[src/rtl/merger_pkg.sv]
// Shared types and helpers for the merger tree leaf feeder.
package merger_pkg;

  typedef enum logic [1:0] {FILL, PAD, TERM_B} feeder_state_t;

  localparam int MAX_DATA_WIDTH = 1024;

  function automatic int lane_width(input int p);
    return (p > 1) ? $clog2(p) : 1;
  endfunction

  // Terminal record: all ones in the low data_width bits.
  function automatic logic [MAX_DATA_WIDTH-1:0] term_rec(input int data_width);
    logic [MAX_DATA_WIDTH-1:0] ones;
    ones = '1;
    return ones >> (MAX_DATA_WIDTH - data_width);
  endfunction

endpackage

[src/rtl/merger_leaf_feeder_if.sv]
// Record-in / bundle-out handshake of the leaf feeder; master is the feeder side.
interface merger_leaf_feeder_if #(
  parameter int DATA_WIDTH = 32,
  parameter int P          = 16
);
  logic [DATA_WIDTH-1:0]   i_rec;
  logic                    i_rec_valid;
  logic                    i_rec_last;
  logic                    o_rec_ready;
  logic [P*DATA_WIDTH-1:0] o_fifo;
  logic                    o_fifo_empty;
  logic                    i_fifo_read;

  modport master (
    input  i_rec, i_rec_valid, i_rec_last, i_fifo_read,
    output o_rec_ready, o_fifo, o_fifo_empty
  );

  modport slave (
    output i_rec, i_rec_valid, i_rec_last, i_fifo_read,
    input  o_rec_ready, o_fifo, o_fifo_empty
  );
endinterface

[src/rtl/bundle_fifo.sv]
// First-word-fall-through bundle FIFO; a push into a full FIFO is allowed when a pop happens in the same cycle.
module bundle_fifo #(
  parameter int DATA  = 512,
  parameter int DEPTH = 4
) (
  input  logic            i_clk,
  input  logic            i_rst_n,
  input  logic            i_push,
  input  logic [DATA-1:0] i_push_data,
  output logic            o_push_ok,
  input  logic            i_pop,
  output logic [DATA-1:0] o_head,
  output logic            o_empty
);
  localparam int AW = $clog2(DEPTH);
  localparam int CW = $clog2(DEPTH + 1);
  localparam logic [CW-1:0] FULL_COUNT = CW'(DEPTH);

  if (DEPTH < 2 || (DEPTH & (DEPTH - 1)) != 0) begin : g_bad_depth
    $error("bundle_fifo: DEPTH must be a power of two and at least 2");
  end

  logic [DATA-1:0] mem_q [DEPTH];
  logic [DATA-1:0] mem_d [DEPTH];
  logic [AW-1:0]   wr_ptr_q, wr_ptr_d, rd_ptr_q, rd_ptr_d;
  logic [CW-1:0]   count_q, count_d;
  logic            do_push, do_pop;

  assign o_empty   = (count_q == '0);
  assign o_push_ok = (count_q < FULL_COUNT) || (count_q == FULL_COUNT && i_pop);
  assign do_pop    = i_pop && !o_empty;
  assign do_push   = i_push && o_push_ok;
  assign o_head    = o_empty ? '0 : mem_q[rd_ptr_q];

  // NOTE: every always_comb output gets a default first so no latch is inferred.
  always_comb begin
    mem_d    = mem_q;
    wr_ptr_d = wr_ptr_q;
    rd_ptr_d = rd_ptr_q;
    count_d  = count_q;
    if (do_push) begin
      mem_d[wr_ptr_q] = i_push_data;
      wr_ptr_d        = wr_ptr_q + 1'b1;
    end
    if (do_pop) rd_ptr_d = rd_ptr_q + 1'b1;
    case ({do_push, do_pop})
      2'b10:   count_d = count_q + 1'b1;
      2'b01:   count_d = count_q - 1'b1;
      default: count_d = count_q;
    endcase
  end

  // NOTE: storage is deliberately not reset; pointers and count are, and the head mux hides stale entries.
  always_ff @(posedge i_clk) begin
    mem_q <= mem_d;
  end

  // NOTE: sequential state is updated only with non-blocking assignments.
  always_ff @(posedge i_clk) begin
    if (!i_rst_n) begin
      wr_ptr_q <= '0;
      rd_ptr_q <= '0;
      count_q  <= '0;
    end else begin
      wr_ptr_q <= wr_ptr_d;
      rd_ptr_q <= rd_ptr_d;
      count_q  <= count_d;
    end
  end

endmodule

[src/rtl/merger_leaf_feeder.sv]
// Packs sorted records into P-wide bundles, pads run ends with TERM and appends an all-TERM bundle.
// Optional sticky key-order checker enabled by FEEDER_ORDER_CHECK_EN.
module merger_leaf_feeder
  import merger_pkg::*;
#(
  parameter int DATA_WIDTH = 32,
  parameter int KEY_WIDTH  = 32,
  parameter int P          = 16,
  parameter int DEPTH      = 4
) (
  input  logic i_clk,
  input  logic i_rst_n,
`ifdef FEEDER_ORDER_CHECK_EN
  output logic o_order_err,
`endif
  merger_leaf_feeder_if.master bus
);
  localparam int LW = lane_width(P);
  localparam int BW = P * DATA_WIDTH;
  localparam logic [LW-1:0]         LAST_LANE = LW'(P - 1);
  localparam logic [DATA_WIDTH-1:0] TERM      = DATA_WIDTH'(term_rec(DATA_WIDTH));

  if (KEY_WIDTH < 1 || KEY_WIDTH > DATA_WIDTH) begin : g_bad_key_width
    $error("merger_leaf_feeder: KEY_WIDTH must be within 1..DATA_WIDTH");
  end

  feeder_state_t         state_q, state_d;
  logic [LW-1:0]         lane_q, lane_d;
  logic                  fill_q, fill_d;
  logic [DATA_WIDTH-1:0] stage_q [P];
  logic [DATA_WIDTH-1:0] stage_d [P];
  logic                  push, push_ok, fifo_empty, out_empty;
  logic                  rec_ready, accept;
  logic [BW-1:0]         push_data, head;

  // Acceptance at the last lane needs a push slot, which a same-cycle pop can free.
  assign rec_ready = i_rst_n && fill_q && !(lane_q == LAST_LANE && !push_ok);
  assign accept    = bus.i_rec_valid && rec_ready;

  always_comb begin
    state_d = state_q;
    lane_d  = lane_q;
    push    = 1'b0;
    unique case (state_q)
      FILL: begin
        if (accept) begin
          if (lane_q == LAST_LANE) begin
            push   = 1'b1;
            lane_d = '0;
            if (bus.i_rec_last) state_d = TERM_B;
          end else begin
            lane_d = lane_q + 1'b1;
            if (bus.i_rec_last) state_d = PAD;
          end
        end
      end
      PAD: begin
        if (push_ok) begin
          push    = 1'b1;
          lane_d  = '0;
          state_d = TERM_B;
        end
      end
      TERM_B: begin
        if (push_ok) begin
          push    = 1'b1;
          state_d = FILL;
        end
      end
      default: state_d = FILL;
    endcase
    fill_d = (state_d == FILL);
  end

  always_comb begin
    stage_d = stage_q;
    if (accept) stage_d[lane_q] = bus.i_rec;
  end

  // Lanes at or beyond lane_q in PAD were never written and become TERM.
  always_comb begin
    push_data = '0;
    for (int k = 0; k < P; k++) begin
      if (state_q == TERM_B || (state_q == PAD && LW'(k) >= lane_q))
        push_data[k*DATA_WIDTH +: DATA_WIDTH] = TERM;
      else if (k == P - 1)
        push_data[k*DATA_WIDTH +: DATA_WIDTH] = bus.i_rec;
      else
        push_data[k*DATA_WIDTH +: DATA_WIDTH] = stage_q[k];
    end
  end

  always_ff @(posedge i_clk) begin
    stage_q <= stage_d;
  end

  always_ff @(posedge i_clk) begin
    if (!i_rst_n) begin
      state_q <= FILL;
      lane_q  <= '0;
      fill_q  <= 1'b1;
    end else begin
      state_q <= state_d;
      lane_q  <= lane_d;
      fill_q  <= fill_d;
    end
  end

  bundle_fifo #(
    .DATA  (BW),
    .DEPTH (DEPTH)
  ) u_fifo (
    .i_clk       (i_clk),
    .i_rst_n     (i_rst_n),
    .i_push      (push),
    .i_push_data (push_data),
    .o_push_ok   (push_ok),
    .i_pop       (bus.i_fifo_read),
    .o_head      (head),
    .o_empty     (fifo_empty)
  );

  assign out_empty        = fifo_empty || !i_rst_n;
  assign bus.o_fifo_empty = out_empty;
  assign bus.o_fifo       = out_empty ? '0 : head;
  assign bus.o_rec_ready  = rec_ready;

`ifdef FEEDER_ORDER_CHECK_EN
  logic [KEY_WIDTH-1:0] prev_key_q, prev_key_d;
  logic                 first_q, first_d;
  logic                 order_err_q, order_err_d;

  // Only accepted records are compared; TERM padding never passes through accept.
  always_comb begin
    prev_key_d  = prev_key_q;
    first_d     = first_q;
    order_err_d = order_err_q;
    if (accept) begin
      if (!first_q && bus.i_rec[KEY_WIDTH-1:0] < prev_key_q) order_err_d = 1'b1;
      prev_key_d = bus.i_rec[KEY_WIDTH-1:0];
      first_d    = bus.i_rec_last;
    end
  end

  always_ff @(posedge i_clk) begin
    if (!i_rst_n) begin
      prev_key_q  <= '0;
      first_q     <= 1'b1;
      order_err_q <= 1'b0;
    end else begin
      prev_key_q  <= prev_key_d;
      first_q     <= first_d;
      order_err_q <= order_err_d;
    end
  end

  assign o_order_err = order_err_q;
`else
`endif

endmodule

[src/flat_wrapper.sv]
// flat-port wrapper written by rule: the top's interface ports become plain ports
module merger_leaf_feeder_flat import merger_pkg::*;
#(
  parameter int DATA_WIDTH = 32,
  parameter int KEY_WIDTH  = 32,
  parameter int P          = 16,
  parameter int DEPTH      = 4
)
  (i_clk, i_rst_n, bus_i_rec, bus_i_rec_valid, bus_i_rec_last, bus_i_fifo_read, bus_o_rec_ready, bus_o_fifo, bus_o_fifo_empty);
  merger_leaf_feeder_if #(.DATA_WIDTH(DATA_WIDTH), .P(P)) bus_i ();
  input  logic i_clk;
  input  logic i_rst_n;
  input wire logic [$bits(bus_i.i_rec)-1:0] bus_i_rec;
  input wire logic [$bits(bus_i.i_rec_valid)-1:0] bus_i_rec_valid;
  input wire logic [$bits(bus_i.i_rec_last)-1:0] bus_i_rec_last;
  input wire logic [$bits(bus_i.i_fifo_read)-1:0] bus_i_fifo_read;
  output wire logic [$bits(bus_i.o_rec_ready)-1:0] bus_o_rec_ready;
  output wire logic [$bits(bus_i.o_fifo)-1:0] bus_o_fifo;
  output wire logic [$bits(bus_i.o_fifo_empty)-1:0] bus_o_fifo_empty;
  assign bus_i.i_rec = bus_i_rec;
  assign bus_i.i_rec_valid = bus_i_rec_valid;
  assign bus_i.i_rec_last = bus_i_rec_last;
  assign bus_i.i_fifo_read = bus_i_fifo_read;
  assign bus_o_rec_ready = bus_i.o_rec_ready;
  assign bus_o_fifo = bus_i.o_fifo;
  assign bus_o_fifo_empty = bus_i.o_fifo_empty;
  merger_leaf_feeder #(.DATA_WIDTH(DATA_WIDTH), .KEY_WIDTH(KEY_WIDTH), .P(P), .DEPTH(DEPTH)) u_core (.i_clk(i_clk), .i_rst_n(i_rst_n), .bus(bus_i));
endmodule
[config.mk]
export PLATFORM = sky130hd
export DESIGN_NAME = merger_leaf_feeder_flat
export DESIGN_NICKNAME = d
export VERILOG_FILES = /design/src/rtl/merger_pkg.sv /design/src/rtl/merger_leaf_feeder_if.sv /design/src/rtl/bundle_fifo.sv /design/src/rtl/merger_leaf_feeder.sv /design/src/flat_wrapper.sv
export SDC_FILE = /design/constraint.sdc
export NUM_CORES = 2
export LEC_CHECK = 0
export ABC_CLOCK_PERIOD_IN_PS = 12600
export BUFFER_PORTS_ARGS = -buffer_cell sky130_fd_sc_hd__buf_2
export CAP_MARGIN = 10
export CORE_MARGIN = 4
export CORE_UTILIZATION = 45
export CTS_CLUSTER_DIAMETER = 100
export DETAILED_ROUTE_END_ITERATION = 7
export PLACE_DENSITY_LB_ADDON = 0.08
export SLEW_MARGIN = 5
export SYNTH_ARGS = -nofsm -noshare
export SYNTH_HDL_FRONTEND = slang
export SYNTH_SLANG_ARGS = --single-unit
[constraint.sdc]
create_clock -name i_clk -period 12.6 [get_ports i_clk]
set_input_delay 0 -clock i_clk [delete_from_list [all_inputs] [get_ports i_clk]]
set_output_delay 0 -clock i_clk [all_outputs]
set_load 0.005 [all_outputs]
# Yosys cells after proc, flatten, opt, wreduce, memory -nomap -nowiden
# Index checks and enable logic that the tools add are counted.
[word_totals]
ff_bits = 2574
input_bits = 37
word_cells = 161
out_inout_bits = 514
[op_classes]
eq_ne = 8
add_sub_neg = 5
order_cmp = 22
bitwise_logic = 3
n_reduce_logical = 54
n_mux = 43
[ops]
columns = ["cell", "n"]
rows = [
  ["512-bit 2-to-1 mux", 5],
  ["2048-bit bitwise mux", 1],
  ["512-bit binary-select mux with 2-bit select", 1],
  ["512-bit demux with 2-bit select", 1],
  ["32-bit 2-to-1 mux", 17],
  ["512-bit bitwise mux", 1],
  ["32-bit demux with 4-bit select", 1],
  ["4-bit greater-or-equal comparator, first input constant", 8],
  ["1-bit logical AND", 25],
  ["1-bit logical OR", 18],
  ["3-bit by 4-bit greater-or-equal comparator with 1-bit output, first input constant", 4],
  ["2-bit 2-to-1 mux", 6],
  ["4-bit 2-to-1 mux", 3],
  ["1-bit by 4-bit greater-or-equal comparator with 1-bit output, first input constant", 2],
  ["2-bit by 4-bit greater-or-equal comparator with 1-bit output, first input constant", 2],
  ["4-bit one-hot mux with 2 select lines", 1],
  ["3-bit greater-or-equal comparator, second input constant", 2],
  ["2-bit NOT with 3-bit output", 2],
  ["2-bit one-hot mux with 3 select lines", 1],
  ["3-bit one-hot mux with 2 select lines", 1],
  ["5-bit greater-or-equal comparator, second input constant", 1],
  ["5-bit by 1-bit < comparator with 1-bit output, second input constant", 1],
  ["4-bit NOT with 5-bit output", 1],
  ["2-bit by 1-bit adder with 2-bit output, second input constant", 2],
  ["other kinds (18)", 28],
]

# Longest topological paths before layout
[depth]
word_depth = 13
depth_mapped = 11
depth_no_buf = 11

# Hierarchy
# A second synthesis with hierarchy kept.
[hier_totals]
cells_unflattened = 5029
hier_area_um2 = 99969.6
[modules_own_cells]
columns = ["mod", "area_each_um2", "instances", "seq_area_each_um2", "cells_per_inst"]
rows = [
  ["bundle_fifo", 77637.0, 1, 61639.1, 3295],
  ["merger_leaf_feeder", 22332.7, 1, 14554.0, 1734],
]

# Worst setup path after synthesis
# Ideal clock, no wire load.
[synth_timing]
path_kind = "reg-to-reg"
startpoint = "register u_core.lane_q[1]"
endpoint = "register u_core.u_fifo.mem_q[0] in the netlist's numbering, enable pin"
setup_time_ps = 943
path_slack_ps = -1398
path_buffers = 0
t_required_ps = 11657
synth_period_minus_slack_ps = 13998
stages_incl_launch_ff = 6
arrival_ps = 13055
path_cell_list = "dfxtp_1 ha_1 and3_1 a31oi_1 nor3_1 and2_1"
[synth_between]
elab_chain_cells = 8
elab_cells_between_ends = 9
classes_between = "eq/ne (1); mux (3); reduce/logical (5)"
[synth_rtl]
columns = ["item", "line", "rtl"]
rows = [
  ["from (decl)", "merger_leaf_feeder.sv:28", "logic [LW-1:0] lane_q, lane_d;"],
  ["from (signal assigned)", "merger_leaf_feeder.sv:104", "lane_q <= lane_d;"],
  ["4-bit equality test (*)", "merger_leaf_feeder.sv:37, merger_leaf_feeder.sv:47", ""],
  ["1-bit logical AND", "merger_leaf_feeder.sv:37", "assign rec_ready = i_rst_n && fill_q && !(lane_q == LAST_LANE && !push_ok);"],
  ["1-bit zero test", "merger_leaf_feeder.sv:37", ""],
  ["1-bit logical AND", "merger_leaf_feeder.sv:37", ""],
  ["1-bit logical AND", "merger_leaf_feeder.sv:38", "assign accept = bus.i_rec_valid && rec_ready;"],
  ["1-bit 2-to-1 mux (*)", "merger_leaf_feeder.sv:46", "if (accept) begin"],
  ["1-bit one-hot mux with 2 select lines (*)", "merger_leaf_feeder.sv:44", "unique case (state_q)"],
  ["1-bit logical AND (*)", "bundle_fifo.sv:32", "assign do_push = i_push && o_push_ok;"],
  ["to (signal assigned)", "bundle_fifo.sv:55", "mem_q <= mem_d;"],
  ["to (decl)", "bundle_fifo.sv:23", "logic [DATA-1:0] mem_q [DEPTH];"],
]
# Mark *: on every way between the ends. The rest lies on a longest branch, timed or not.
# A chain may end at the register's enable or synchronous reset.

# Final worst setup path
[layout_timing]
startpoint = "register u_core.state_q[0]"
endpoint = "register u_core.u_fifo.mem_q[1087] in the netlist's numbering, enable pin"
[layout_between]
elab_chain_cells = 4
elab_cells_between_ends = 6
classes_between = "eq/ne (2); mux (1); reduce/logical (3)"
[layout_rtl]
columns = ["item", "line", "rtl"]
rows = [
  ["from (decl)", "merger_leaf_feeder.sv:27", "feeder_state_t state_q, state_d;"],
  ["from (signal assigned)", "merger_leaf_feeder.sv:103", "state_q <= state_d;"],
  ["2-bit by 1-bit equality test with 1-bit output or 2-bit equality test (tied branches)", "merger_leaf_feeder.sv:44", ""],
  ["2-bit OR reduction (no source line)", "--", ""],
  ["1-bit one-hot mux with 2 select lines (*)", "merger_leaf_feeder.sv:44", ""],
  ["1-bit logical AND (*)", "bundle_fifo.sv:32", ""],
]
# Marked as above.

==> results.cfg <==
[status]
status = complete, no violations

[synth]
avgSynthCellArea_um2 = 21.6
synth.net_count = 4499
async_flop_share_pct = 0
synth_area_leaders = edfxtp_1, mux4_2, nor2b_1
ys_ff_latch = 2542
yosys.area.top_type_share_pct = 79.0
synth_flop_cell = edfxtp_1
syn_inst = 4447
synth_cell_types = 50
ys_top_cells_by_count = edfxtp_1, mux4_2, nor2b_1
synth_edf_count = 2528
ys_seq_area_share_pct = 79.3
synth_most_common_cell = edfxtp_1
yosys_warnings = 0
synth_area_leader_cell = edfxtp_1
syn_area_um2 = 96100

[worst_setup_path]
required_ns = 13.12
critPathKind = reg2reg
end_kind = flop
cp_num_buf_inv = 3
timing.rr.start = u_core.state_q[0]
critPathTopFamily = buffers and inverters
cp-startpoint = u_core.state_q[0]
r2r_cells = 7
path_common_cell = buf_4
cp_max_fo = 52
path_depth = 7
crit_end = u_core.u_fifo.mem_q[1087]
timing.rr.end = u_core.u_fifo.mem_q[1087]
startpoint_type = flop
max_stage_delay_ns = 1.07
r2r_slack_ns = 7.27
worstPathCellList = inv_1 -> ha_1 -> a31oi_1 -> nor3_1 -> and2_4 -> buf_4 -> buf_4
worstPathArrival_ns = 5.85
cpMaxStageDelayCell = ha_1

[global_route]
grt_max_degree = 141
grt_util_met1_pct = 31.4
grt_antenna_before_repair = 51
grt_pass1_vias = 45900
globalRoute.busiestLayer = met2
grt_use_met2_pct = 35.8
grt_pass1_wl_mm = 354
track_usage_pct = 22.7
overflow = 0
gr-usage-met3_pct = 6.19

[detailed_routing]
drtPass1Iterations = 5
vias = 45400
ant_nets = 0
drt-wirelength-per-cell_um = 30.6
drcViolationCount = 0
wirelength_mm = 253
via_per_inst = 5.50
drt_iter0_markers = 5002

[floorplan]
fp.coreArea_um2 = 212000
start_util_pct = 45.2
die_width_um = 470
dieArea_um2 = 221000
die_h_um = 470
ios = 551
rows = 169

[clock_tree]
postCtsSetupBuffers = 0
root_buffer = clkbuf_16
cts_inserted_buffers = 287
clkSinkCount = 2542
cts.path.max_buffers = 4
clkLatencyLatePin_ns = 0.92
clk_pin_slew_ns = 0.06
h-tree-depth = 5
cts_tree = done

[timing]
fin_crit_ns = 5.33
setup_viol_count_final = 0
slew_headroom_pct = 21.5
fmax_mhz = 188
hold_ws_ns = 0.117
setup_ws_ns = 7.27
fin_crit_sh_pct = 42.3
slew_viol_final = 0
rsz0062_at_grt = no
final.setup_skew_ns = 0.0546
setup_tns_ns = 0
tightest_slew_ns = 1.18
finalHoldViolCount = 0

[place]
placed_area_um2 = 103000
io_buffer_count = 550
dp_slack_ns = 7.04
globalplace.congestion = 0.730
dpl.hpwl_mm = 136

[power]
power_uw = 21000
p_per_area_nw_per_um2 = 189
max-vdd-ir-drop_uv = 167
leakagePower_uw = 0.0363

[layout]
fillers = 16800
layout-drive-gt1-share_pct = 29.5
nets = 5265
final_area_um2 = 111000
area_delta_synth_final_pct = 16.0

[min_path]
min_path_type = in2reg

[run]
cap_violations = 0
[cell type report]
cell class / instances / area (µm²) / area share, %
multi-input cells: 1660 / 19100 / 17.2
flip-flops and latches: 2542 / 76200 / 68.4
diodes: 38 / 95.1 / 0.0853
clock inverters: 108 / 611 / 0.548
inverters: 15 / 56.3 / 0.0505
clock buffers: 368 / 7700 / 6.91
repair buffers: 707 / 4140 / 3.71
well taps: 2821 / 3530 / 3.17
[registers in the layout (all words and copies together), names as in the netlist]
signal and flops:
u_core.fill_q 1, u_core.lane_q 4, u_core.stage_q 480, u_core.state_q 2
u_core.u_fifo.count_q 3, u_core.u_fifo.mem_q 2048, u_core.u_fifo.rd_ptr_q 2, u_core.u_fifo.wr_ptr_q 2
[per-layer routing]
layer  up-vias  share of wire [%]
met5         -             0.0055
met1     23900                 41
met4         4                2.2
met3       314                8.9
met2      1835                 48
li1      19300                  -
[report_power, final]
| part | switching, µW | internal (µW) |
|---|---|---|
| sequential | 108 | 9770 |
| combinational | 2090 | 1550 |
| clock | 3150 | 4380 |
| total | 5350 | 15700 |
[cell families after synthesis]
| kind of cell | share of synthesized area, % |
|---|---|
| muxes | 12.0 |
| adders and majority gates | 0.203 |
| buffers and inverters | 1.05 |
| DFF | 79.3 |
| and+or+nand+nor | 7.03 |
| AOI/OAI and AO/OA | 0.327 |
| xor gates and xnor gates | 0.0365 |
[layout by cell type (no fill, tap or decap), types with 5 or more instances in the layout]
master	netlist	final
or2_2	32	32
nor2_4	0	11
clkinv_2	0	32
buf_2	62	550
or3_1	33	33
nand2_1	17	17
or2b_1	46	46
nor3_2	0	5
inv_1	15	15
edfxtp_1	2528	2528
ha_1	14	13
nand2b_1	404	404
dlygate4sd3_1	0	38
a21oi_4	0	5
bufinv_16	0	5
clkbuf_16	0	297
and2_1	9	5
clkbuf_1	137	71
buf_4	2	110
buf_12	0	9
clkinv_1	0	64
nor2b_1	512	512
mux4_2	512	512
dfxtp_1	14	12
diode_2	0	38
[timing repair]
item / in CTS / in global routing
hold endpoints to repair: 478 / 0
endpoints found under the setup margin: 0 / 0
hold buffers: 38 / 0
gates resized for setup: 0 / 0
[metrics by stage]
step | utilization [%] | std cells
after floorplan | - | 4447
after global placement | 48.4 | 7707
after detailed placement | 48.4 | 7707
after CTS | 52.5 | 8221
after global routing | 52.5 | 8228
final | 52.5 | 8259
[worst min path at each step]
stage / start / endpoint / depth (start not counted)
final: bus_i_rec[19] / u_core.stage_q[275] / 2
after global routing: bus_i_rec[19] / u_core.stage_q[275] / 2
after CTS: bus_i_rec[19] / u_core.stage_q[275] / 2
after detailed placement: i_rst_n / u_core.u_fifo.wr_ptr_q[1] / 3
after global placement: i_rst_n / u_core.u_fifo.wr_ptr_q[1] / 3
after floorplan: bus_i_rec[4] / u_core.stage_q[100] / 0
(Power assumes the default switching activity.)
